[src/rtl/fp_pkg.sv]
// Shared constants and helpers for the single-precision multiply back end.
//   EXP_W / MAN_W / BIAS : IEEE-754 single field widths and exponent bias
//   PW                   : width of the significand product (hidden bits included)
//   QNAN / EXP_MAX       : canonical quiet NaN and the all-ones exponent code
//   pack()               : assemble sign|exponent|fraction into a 32-bit word
package fp_pkg;

  localparam int EXP_W   = 8;
  localparam int MAN_W   = 23;
  localparam int BIAS    = 127;
  localparam int PW      = 2 * (MAN_W + 1);
  localparam int EXP_MAX = 255;

  localparam logic [31:0] QNAN = 32'h7FC0_0000;

  function automatic logic [31:0] pack(input logic             sign,
                                       input logic [EXP_W-1:0] exp,
                                       input logic [MAN_W-1:0] frac);
    return {sign, exp, frac};
  endfunction

endpackage

[src/rtl/fp_round_rne.sv]
// Round-to-nearest-even on a normalised fraction.
//   frac    : 23-bit fraction (hidden bit excluded)
//   g, s    : guard bit and sticky OR of everything below it
//   e       : 10-bit signed biased exponent
//   frac_r  : rounded fraction
//   e_r     : exponent, bumped when rounding carries out of the fraction
//   inexact : any discarded bit was nonzero
module fp_round_rne
  import fp_pkg::*;
(
  input  logic                    [MAN_W-1:0] frac,
  input  logic                                g,
  input  logic                                s,
  input  logic signed             [EXP_W+1:0] e,
  output logic                    [MAN_W-1:0] frac_r,
  output logic signed             [EXP_W+1:0] e_r,
  output logic                                inexact
);

  localparam logic signed [EXP_W+1:0] ONE_S = 1;

  // Ties go to the even fraction: only round up on a tie when the LSB is odd.
  function automatic logic rne_inc(input logic lsb, input logic gd, input logic st);
    return gd & (st | lsb);
  endfunction

  logic [MAN_W:0] sum;

  always_comb begin
    sum     = {1'b0, frac} + {{MAN_W{1'b0}}, rne_inc(frac[0], g, s)};
    inexact = g | s;
    if (sum[MAN_W]) begin
      // 1.111..1 + ulp = 10.000..0: renormalise by one position.
      frac_r = '0;
      e_r    = e + ONE_S;
    end else begin
      frac_r = sum[MAN_W-1:0];
      e_r    = e;
    end
  end

endmodule

[src/rtl/fp32_mul_normround.sv]
// Back end of the single-precision multiplier: normalises the 48-bit
// significand product, rounds to nearest-even, range-checks and packs.
// Two-stage pipeline with valid/ready on both sides.
//   clk, rst_n                : clock, asynchronous active-low reset
//   in_valid / in_ready       : input handshake
//   in_sign, in_exp_a/b       : result sign, biased operand exponents
//   in_prod                   : 48-bit significand product
//   in_zero/in_inf/in_nan     : operand class flags
//   out_valid / out_ready     : output handshake
//   out_result                : packed IEEE-754 single
//   out_ovf/out_unf/out_inexact : overflow, flush-to-zero underflow, inexact
module fp32_mul_normround
  import fp_pkg::*;
(
  input  logic                clk,
  input  logic                rst_n,
  input  logic                in_valid,
  output logic                in_ready,
  input  logic                in_sign,
  input  logic [EXP_W-1:0]    in_exp_a,
  input  logic [EXP_W-1:0]    in_exp_b,
  input  logic [PW-1:0]       in_prod,
  input  logic                in_zero,
  input  logic                in_inf,
  input  logic                in_nan,
  output logic                out_valid,
  input  logic                out_ready,
  output logic [31:0]         out_result,
  output logic                out_ovf,
  output logic                out_unf,
  output logic                out_inexact
);

  localparam int EW = EXP_W + 2;
  localparam logic signed [EW-1:0] ONE_S  = 1;
  localparam logic signed [EW-1:0] ZERO_S = 0;
  localparam logic signed [EW-1:0] BIAS_S = EW'(BIAS);
  localparam logic signed [EW-1:0] EMAX_S = EW'(EXP_MAX);

  // ---- stage 0 -> 1 : normalise ----
  logic signed [EW-1:0]    e_base_p0, e_p0;
  logic        [MAN_W-1:0] frac_p0;
  logic                    g_p0, s_p0;

  assign e_base_p0 = $signed({2'b00, in_exp_a}) + $signed({2'b00, in_exp_b}) - BIAS_S;

  always_comb begin
    if (in_prod[PW-1]) begin
      frac_p0 = in_prod[PW-2:MAN_W+1];
      g_p0    = in_prod[MAN_W];
      s_p0    = |in_prod[MAN_W-1:0];
      e_p0    = e_base_p0 + ONE_S;
    end else begin
      frac_p0 = in_prod[PW-3:MAN_W];
      g_p0    = in_prod[MAN_W-1];
      s_p0    = |in_prod[MAN_W-2:0];
      e_p0    = e_base_p0;
    end
  end

  logic                    vld_p1_q, vld_p2_q;
  logic                    sign_p1_q, g_p1_q, s_p1_q;
  logic                    zero_p1_q, inf_p1_q, nan_p1_q;
  logic signed [EW-1:0]    e_p1_q;
  logic        [MAN_W-1:0] frac_p1_q;
  logic                    adv_p2;

  assign adv_p2   = !vld_p2_q || out_ready;
  assign in_ready = !vld_p1_q || adv_p2;

  // Payload registers carry no reset; the valid bits qualify them.
  always_ff @(posedge clk) begin
    if (in_valid && in_ready) begin
      sign_p1_q <= in_sign;
      e_p1_q    <= e_p0;
      frac_p1_q <= frac_p0;
      g_p1_q    <= g_p0;
      s_p1_q    <= s_p0;
      zero_p1_q <= in_zero;
      inf_p1_q  <= in_inf;
      nan_p1_q  <= in_nan;
    end
  end

  // ---- stage 1 -> 2 : round, range-check, pack ----
  logic        [MAN_W-1:0] frac_r_p1;
  logic signed [EW-1:0]    e_r_p1;
  logic                    inx_r_p1;

  fp_round_rne u_round (
    .frac    (frac_p1_q),
    .g       (g_p1_q),
    .s       (s_p1_q),
    .e       (e_p1_q),
    .frac_r  (frac_r_p1),
    .e_r     (e_r_p1),
    .inexact (inx_r_p1)
  );

  logic [31:0] res_d, res_q;
  logic        ovf_d, unf_d, inx_d;
  logic        ovf_q, unf_q, inx_q;

  always_comb begin
    res_d = pack(sign_p1_q, e_r_p1[EXP_W-1:0], frac_r_p1);
    ovf_d = 1'b0;
    unf_d = 1'b0;
    inx_d = inx_r_p1;
    if (nan_p1_q || (inf_p1_q && zero_p1_q)) begin
      res_d = QNAN;
      inx_d = 1'b0;
    end else if (inf_p1_q) begin
      res_d = pack(sign_p1_q, '1, '0);
      inx_d = 1'b0;
    end else if (zero_p1_q) begin
      res_d = pack(sign_p1_q, '0, '0);
      inx_d = 1'b0;
    end else if (e_r_p1 >= EMAX_S) begin
      res_d = pack(sign_p1_q, '1, '0);
      ovf_d = 1'b1;
      inx_d = 1'b1;
    end else if (e_r_p1 <= ZERO_S) begin
      // No subnormal output: anything below the normal range flushes to zero.
      res_d = pack(sign_p1_q, '0, '0);
      unf_d = 1'b1;
      inx_d = 1'b1;
    end
  end

  always_ff @(posedge clk or negedge rst_n) begin
    if (!rst_n) begin
      vld_p1_q <= 1'b0;
      vld_p2_q <= 1'b0;
      res_q    <= '0;
      ovf_q    <= 1'b0;
      unf_q    <= 1'b0;
      inx_q    <= 1'b0;
    end else begin
      if (in_ready) vld_p1_q <= in_valid;
      if (adv_p2) begin
        vld_p2_q <= vld_p1_q;
        if (vld_p1_q) begin
          res_q <= res_d;
          ovf_q <= ovf_d;
          unf_q <= unf_d;
          inx_q <= inx_d;
        end
      end
    end
  end

  assign out_valid   = vld_p2_q;
  assign out_result  = res_q;
  assign out_ovf     = ovf_q;
  assign out_unf     = unf_q;
  assign out_inexact = inx_q;

endmodule

[config.mk]
export PLATFORM = sky130hd
export DESIGN_NAME = fp32_mul_normround
export DESIGN_NICKNAME = d
export VERILOG_FILES = /design/src/rtl/fp_pkg.sv /design/src/rtl/fp_round_rne.sv /design/src/rtl/fp32_mul_normround.sv
export SDC_FILE = /design/constraint.sdc
export NUM_CORES = 1
export LEC_CHECK = 0
export CELL_PAD_IN_SITES_DETAIL_PLACEMENT = 1
export CELL_PAD_IN_SITES_GLOBAL_PLACEMENT = 1
export CORE_ASPECT_RATIO = 2
export CORE_MARGIN = 2
export CORE_UTILIZATION = 25
export DETAILED_ROUTE_END_ITERATION = 6
export GPL_TIMING_DRIVEN = 0
export PLACE_DENSITY = 0.57
export SYNTH_ARGS = -nofsm -noshare
export SYNTH_HDL_FRONTEND = slang
export SYNTH_SLANG_ARGS = --single-unit
[constraint.sdc]
create_clock -name clk -period 7.5 [get_ports clk]
set_input_delay 1.5 -clock clk [delete_from_list [all_inputs] [get_ports clk]]
set_output_delay 1.5 -clock clk [all_outputs]
set_load 0.03 [all_outputs]
==> results of run 1 <==
-- cell type report --
class	instances	area [sq um]
plain buffers	18	86.3
clock buffers	9	225
clock inverters	7	121
fillers	2103	12300
inverters	20	75.1
multi-input cells	336	2440
flip-flops and latches	76	2100
well taps	219	274
repair buffers	108	1080
-- cells in the mapped netlist (all sizes together), types with 2 or more instances --
library cell,n
o211ai,2
nand2b,6
nand4,10
or2,3
or4,2
o221ai,2
nor3,8
clkbuf,10
nor4,10
inv,20
nor3b,2
xnor2,22
and4,4
a21oi,11
buf,8
nor2b,3
nor2,24
o21a,3
or3,5
a211oi,4
a2111oi,2
nand3,20
and3,7
mux2,26
o21ai,30
o2111ai,2
and2,6
a311oi,4
nand2,52
dfrtp,37
mux2i,3
ha,19
xor2,25
a21o,4
edfxtp,39
-- power breakdown --
| part | internal [W] | switching [W] | leakage (nW) |
|---|---|---|---|
| logic | 0.000131 | 0.000155 | 1.39 |
| registers | 0.000480 | 0.0000257 | 0.844 |
| clock network | 0.000327 | 0.000177 | 0.170 |
| total | 0.000938 | 0.000358 | 2.40 |
-- worst max path at each step --
stage / to / slack (ns) / cells after the start
detailed placement: e_p1_q[9] / 3.08 / 12
finish: in_ready / 3.22 / 3
global placement: e_p1_q[9] / 3.11 / 10
floorplan: e_p1_q[9] / 3.75 / 9
global route: in_ready / 3.17 / 3
CTS: in_ready / 3.21 / 3
-- cell families after synthesis --
kind of cell    count (synthesis)
flops                          76
compound gates                 75
fa+ha+maj                      21
simple gates                  164
xor+xnor                       47
buf+inv                        38
mux                            29
-- metal layers --
metal	GRT usage, %	part of all wire (%)	wire [microns]	up-vias
met3	2.19	3.8	482	17
li1	-	-	-	1872
met2	25.9	58	7240	93
met4	5.31	2.0	252	0
met5	0	0	0	-
met1	13.2	37	4590	1820
-- through the flow --
step	instances	power, W	setup WS (ns)	instance area, sq um
after floorplan	450	0.000686	3.75	4700
after global placement	777	0.000797	3.11	6060
after detailed placement	777	0.000804	3.08	6050
after CTS	793	0.00131	3.21	6400
after global routing	793	0.00136	3.17	6400
final	793	0.00130	3.22	6400
-- worst max-delay path, stage by stage --
cell and delay [ns]:
clkdlybuf4s50_1 0.46, nand3b_1 0.13, clkdlybuf4s50_1 0.68
==> impl_metrics.py, run 1 <==
metrics = {
    "status": {
        "status": "complete, no violations",
    },
    "worst_setup_path": {
        "r2r.worst_path.cells": 10,
        "cp_max_fo": 3,
        "rr_endpoint": "out_result[26]",
        "worst_ep_required_time_ns": 6.00,
        "end_kind": "primary output",
        "r2r_setup_slack_ns": 4.29,
        "r2r-start": "g_p1_q",
        "cp-startpoint": "out_ready",
        "worstSetupPathType": "input port to primary output",
        "cp.arrival_ns": 2.78,
        "cp-start-kind": "input port",
    },
    "min_path": {
        "min_path_type": "register to register",
        "hold_start": "out_result[31]",
        "min_to": "out_result[31]",
        "holdPathStages": 2,
    },
    "cells_and_area": {
        "layout-drive-gt1-share_pct": 14.1,
        "area_growth_syn_to_layout_pct": 36.1,
        "antenna_cells": 0,
        "final_util_pct": 34.3,
        "largest_register_ffs": 32,
        "fin_nets": 661,
        "layout_commonest_cell": "clkdlybuf4s50_1",
        "final_cell_mix": "clkdlybuf4s50_1, nand2_1, edfxtp_1",
    },
    "synthesis": {
        "synth_edf_count": 39,
        "synth_fp_nets": 542,
        "synthAdderAreaFrac_pct": 5.69,
        "synth_compound_area_share_pct": 12.4,
        "synth_cell_type_count": 61,
        "synthMuxAreaShare_pct": 6.87,
        "netlist_area_sq_um": 4700,
        "synth.top_cell.area_share_pct": 24.9,
        "synth_async_sr_flop_share_pct": 48.7,
        "synth_ff_type": "edfxtp_1",
        "synth_area_leaders": "edfxtp_1, dfrtp_1, mux2_2",
        "ys_seq_area_share_pct": 44.6,
        "synth_top_area_cell": "edfxtp_1",
        "synthSimpleGateAreaFrac_pct": 18.2,
        "synth_top_family_by_area": "simple AND/OR/NAND/NOR gates",
        "synth-xor-area-share_pct": 8.75,
        "synth_warnings": 0,
        "syn_avg_cell_area_sq_um": 10.4,
        "ys_ff_latch": 76,
        "syn_inst": 450,
    },
    "sta": {
        "slew_violations": 0,
        "tns_ns": 0,
        "relSlewSlack_pct": 39.5,
        "min_period_ns": 4.28,
        "setup_viol": 0,
        "fin_skew_ns": 0.00562,
        "rsz0062_at_grt": "false",
        "min_period_over_period_pct": 57.0,
        "worst-slew-pin-transition_ns": 0.907,
        "max_clock_freq_mhz": 234,
        "hold_violations": 0,
        "whs_ns": 0.468,
    },
    "floorplanning": {
        "io_pins": 109,
        "initial_core_util_pct": 25.2,
        "coreArea_sq_um": 18700,
        "die_x_microns": 101,
        "num_rows": 71,
        "die_y_microns": 198,
        "die-area_sq_um": 20000,
    },
    "clock_network": {
        "h-tree-depth": 3,
        "cts.path.max_buffers": 2,
        "clk_pin_slew_ns": 0.06,
        "ctsResizeCount": 0,
        "cts_hold_buf": 0,
        "post-cts-setup-buffers": 0,
        "clk_latency_ns": 0.34,
        "cts_sinks": 76,
        "cts_buffers": 9,
        "cts_tree": "yes",
        "cts-root-buf": "clkbuf_16",
    },
    "route": {
        "routed_via_density": 4.79,
        "totalWireLength_microns": 12600,
        "num_vias": 3802,
        "postRouteAntennaNets": 0,
        "dr.pass1.iters": 4,
        "drt_iter0_markers": 91,
        "drc": 0,
        "routedWlPerCell_microns": 15.8,
    },
    "placement": {
        "hpwl_microns": 10500,
        "io_buffers": 108,
        "routabilityCongestion": 0.762,
    },
    "job": {
        "drv_cap": 0,
    },
    "pwr": {
        "leakage_nw": 2.40,
        "power_density_nw_per_um2": 203,
        "ir_worst_vdd_mv": 0.0893,
    },
    "grt": {
        "grt_antenna_before_repair": 0,
        "grt_use_total_pct": 13.2,
        "grt_max_degree": 40,
        "overflow": 0,
        "grt_pass1_vias": 4090,
        "grt_pass1_wl_microns": 20400,
    },
}
No activity file was read; power rests on OpenSTA's default activity.
==> run 2: changes to the inputs <==
Settings changed: PLACE_DENSITY 0.57 to 0.59.
Clock period 7.5 ns to 3.5 ns, I/O delays scaled along.
==> run 2 against run 1 <==
Against the previous run:
- worst setup slack worse by 3.0 ns
- first-iteration DRC count is 14% higher
- clock skew is 0.0022 ns higher
- register-to-register slack worse by 4.1 ns
- count of clock-buffer cells in the layout is 1 higher
- flip-flop and latch count stayed put
- hold slack worse by 0.012 ns
- die area stayed put
- sequential power is 110% higher
- non-clock buffer count stayed put
==> impl_metrics.py, run 2 (same netlist as run 1, synthesis figures left out) <==
metrics = {
    "sta": {
        "setup_viol": 0,
        "hold_violations": 0,
        "worst-slew-pin-transition_ns": 0.904,
        "rsz0062_at_grt": "false",
        "max_clock_freq_mhz": 302,
        "tns_ns": 0,
        "slew_violations": 0,
        "relSlewSlack_pct": 39.8,
        "min_period_ns": 3.31,
        "fin_skew_ns": 0.00786,
        "min_period_over_period_pct": 94.7,
    },
    "worst_setup_path": {
        "r2r.worst_path.cells": 10,
        "worstSetupPathType": "register to register",
        "path_delay_family": "simple AND/OR/NAND/NOR gates",
        "rr_endpoint": "out_result[26]",
        "cp_max_fo": 7,
        "crit_buf_inv": 1,
        "cpPeakStageDelay_ns": 0.61,
        "slowest_stage": "a2111oi_0",
        "cp.arrival_ns": 3.51,
        "end_kind": "register",
        "cp-start-kind": "register",
        "r2r_setup_slack_ns": 0.19,
        "r2r-start": "s_p1_q",
        "crit_path_cell_trace": "o21a_1, ha_1, and4_1, and2_1, clkbuf_1, nand3_1, nor4_1, xor2_1, a2111oi_0, nor3_1",
        "worst_ep_required_time_ns": 3.70,
    },
    "cells_and_area": {
        "final_util_pct": 34.2,
        "finalNonFillerCells": 793,
        "layout-drive-gt1-share_pct": 13.9,
        "final_area_sq_um": 6380,
        "final_cell_mix": "clkdlybuf4s50_1, nand2_1, edfxtp_1",
        "largest_register_ffs": 32,
        "area_growth_syn_to_layout_pct": 35.6,
        "layout_commonest_cell": "clkdlybuf4s50_1",
        "fin_nets": 661,
        "antenna_cells": 0,
    },
    "clock_network": {
        "clk_latency_ns": 0.35,
        "cts_sinks": 76,
        "clk_pin_slew_ns": 0.06,
        "h-tree-depth": 3,
        "cts-root-buf": "clkbuf_16",
        "ctsResizeCount": 0,
        "cts_buffers": 9,
        "cts_hold_buf": 0,
        "post-cts-setup-buffers": 0,
        "cts.path.max_buffers": 2,
        "cts_tree": "yes",
    },
    "status": {
        "status": "complete, no violations",
    },
    "route": {
        "routedWlPerCell_microns": 15.9,
        "drt_iter0_markers": 104,
        "drc": 0,
        "routed_via_density": 4.74,
        "totalWireLength_microns": 12600,
        "dr.pass1.iters": 4,
        "postRouteAntennaNets": 0,
        "num_vias": 3760,
    },
    "min_path": {
        "min_path_type": "input port to asynchronous set/reset pin",
    },
    "pwr": {
        "ir_worst_vdd_mv": 0.234,
        "power_density_nw_per_um2": 425,
        "leakage_nw": 2.39,
    },
    "grt": {
        "busiest_layer": "met2",
        "grtUsageMet2_pct": 26.4,
        "grt_antenna_before_repair": 0,
        "grt_pass1_vias": 4044,
        "globalRouteMet1Util_pct": 12.3,
        "grt_pass1_wl_microns": 20100,
        "grt_max_degree": 40,
        "globalRouteMet3Util_pct": 2.47,
        "overflow": 0,
        "grt_use_total_pct": 13.0,
    },
    "floorplanning": {
        "die_y_microns": 198,
        "coreArea_sq_um": 18700,
        "die-area_sq_um": 20000,
        "initial_core_util_pct": 25.2,
        "die_x_microns": 101,
        "num_rows": 71,
        "io_pins": 109,
    },
    "job": {
        "drv_cap": 0,
    },
    "placement": {
        "hpwl_microns": 10600,
        "dp_cells": 777,
        "routabilityCongestion": 0.776,
        "post_dp_cell_area_sq_um": 6050,
        "io_buffers": 108,
    },
}
-- run 2: cell count changes in the layout (fill, tap and decap cells not counted), sizes merged --
cell and change:
bufinv -1, clkbuf +1
-- run 2: layer usage --
| metal | part of all wire, % | up-vias |
|---|---|---|
| li1 | - | 1864 |
| met1 | 36 | 1790 |
| met2 | 59 | 91 |
| met3 | 3.4 | 15 |
| met4 | 2.1 | 0 |
| met5 | 0 | - |
-- run 2: worst reg2reg max path, delay by kind of cell, from the launching register on --
family,cells,cell delay (ns)
and+or+nand+nor,5,1.29
AOI/OAI and AO/OA,2,0.76
DFF,1,0.40
buffers and inverters,1,0.31
xor gates and xnor gates,1,0.22
adders and majority gates,1,0.19
-- run 2: power by group --
group / total (W) / switching, W / internal [W]
clock network: 0.00102 / 0.000385 / 0.000632
logic: 0.000612 / 0.000332 / 0.000280
registers: 0.00108 / 0.0000548 / 0.00103
total: 0.00271 / 0.000772 / 0.00194
-- run 2: final cells by class --
| type | instances | area (sq um) |
|---|---|---|
| multi-input cells | 336 | 2440 |
| inverters | 20 | 75.1 |
| clock inverters | 6 | 95.1 |
| flip-flops and latches | 76 | 2100 |
| repair buffers | 108 | 1080 |
| clock buffers | 10 | 229 |
| well taps | 219 | 274 |
| fillers | 2114 | 12300 |
| plain buffers | 18 | 86.3 |
-- run 2: worst max-delay path by stage --
stage,start,endpoint,slack [ns],cells after the start
2_1_floorplan,in_exp_a[1],e_p1_q[9],0.55,9
3_3_place_gp,in_exp_a[1],e_p1_q[9],-0.08,10
3_5_place_dp,in_exp_a[1],e_p1_q[9],-0.1,10
4_1_cts,g_p1_q,out_result[26],0.17,10
5_1_grt,g_p1_q,out_result[26],0.03,10
6_report,s_p1_q,out_result[26],0.19,10
-- run 2: through the flow --
step / hold WS [ns] / power (W) / setup slack, ns
floorplan: 0.404 / 0.00147 / 0.545
global placement: 0.454 / 0.00171 / -0.0802
detailed placement: 0.468 / 0.00172 / -0.0987
CTS: 0.484 / 0.00275 / 0.173
global route: 0.506 / 0.00284 / 0.0299
finish: 0.456 / 0.00271 / 0.187
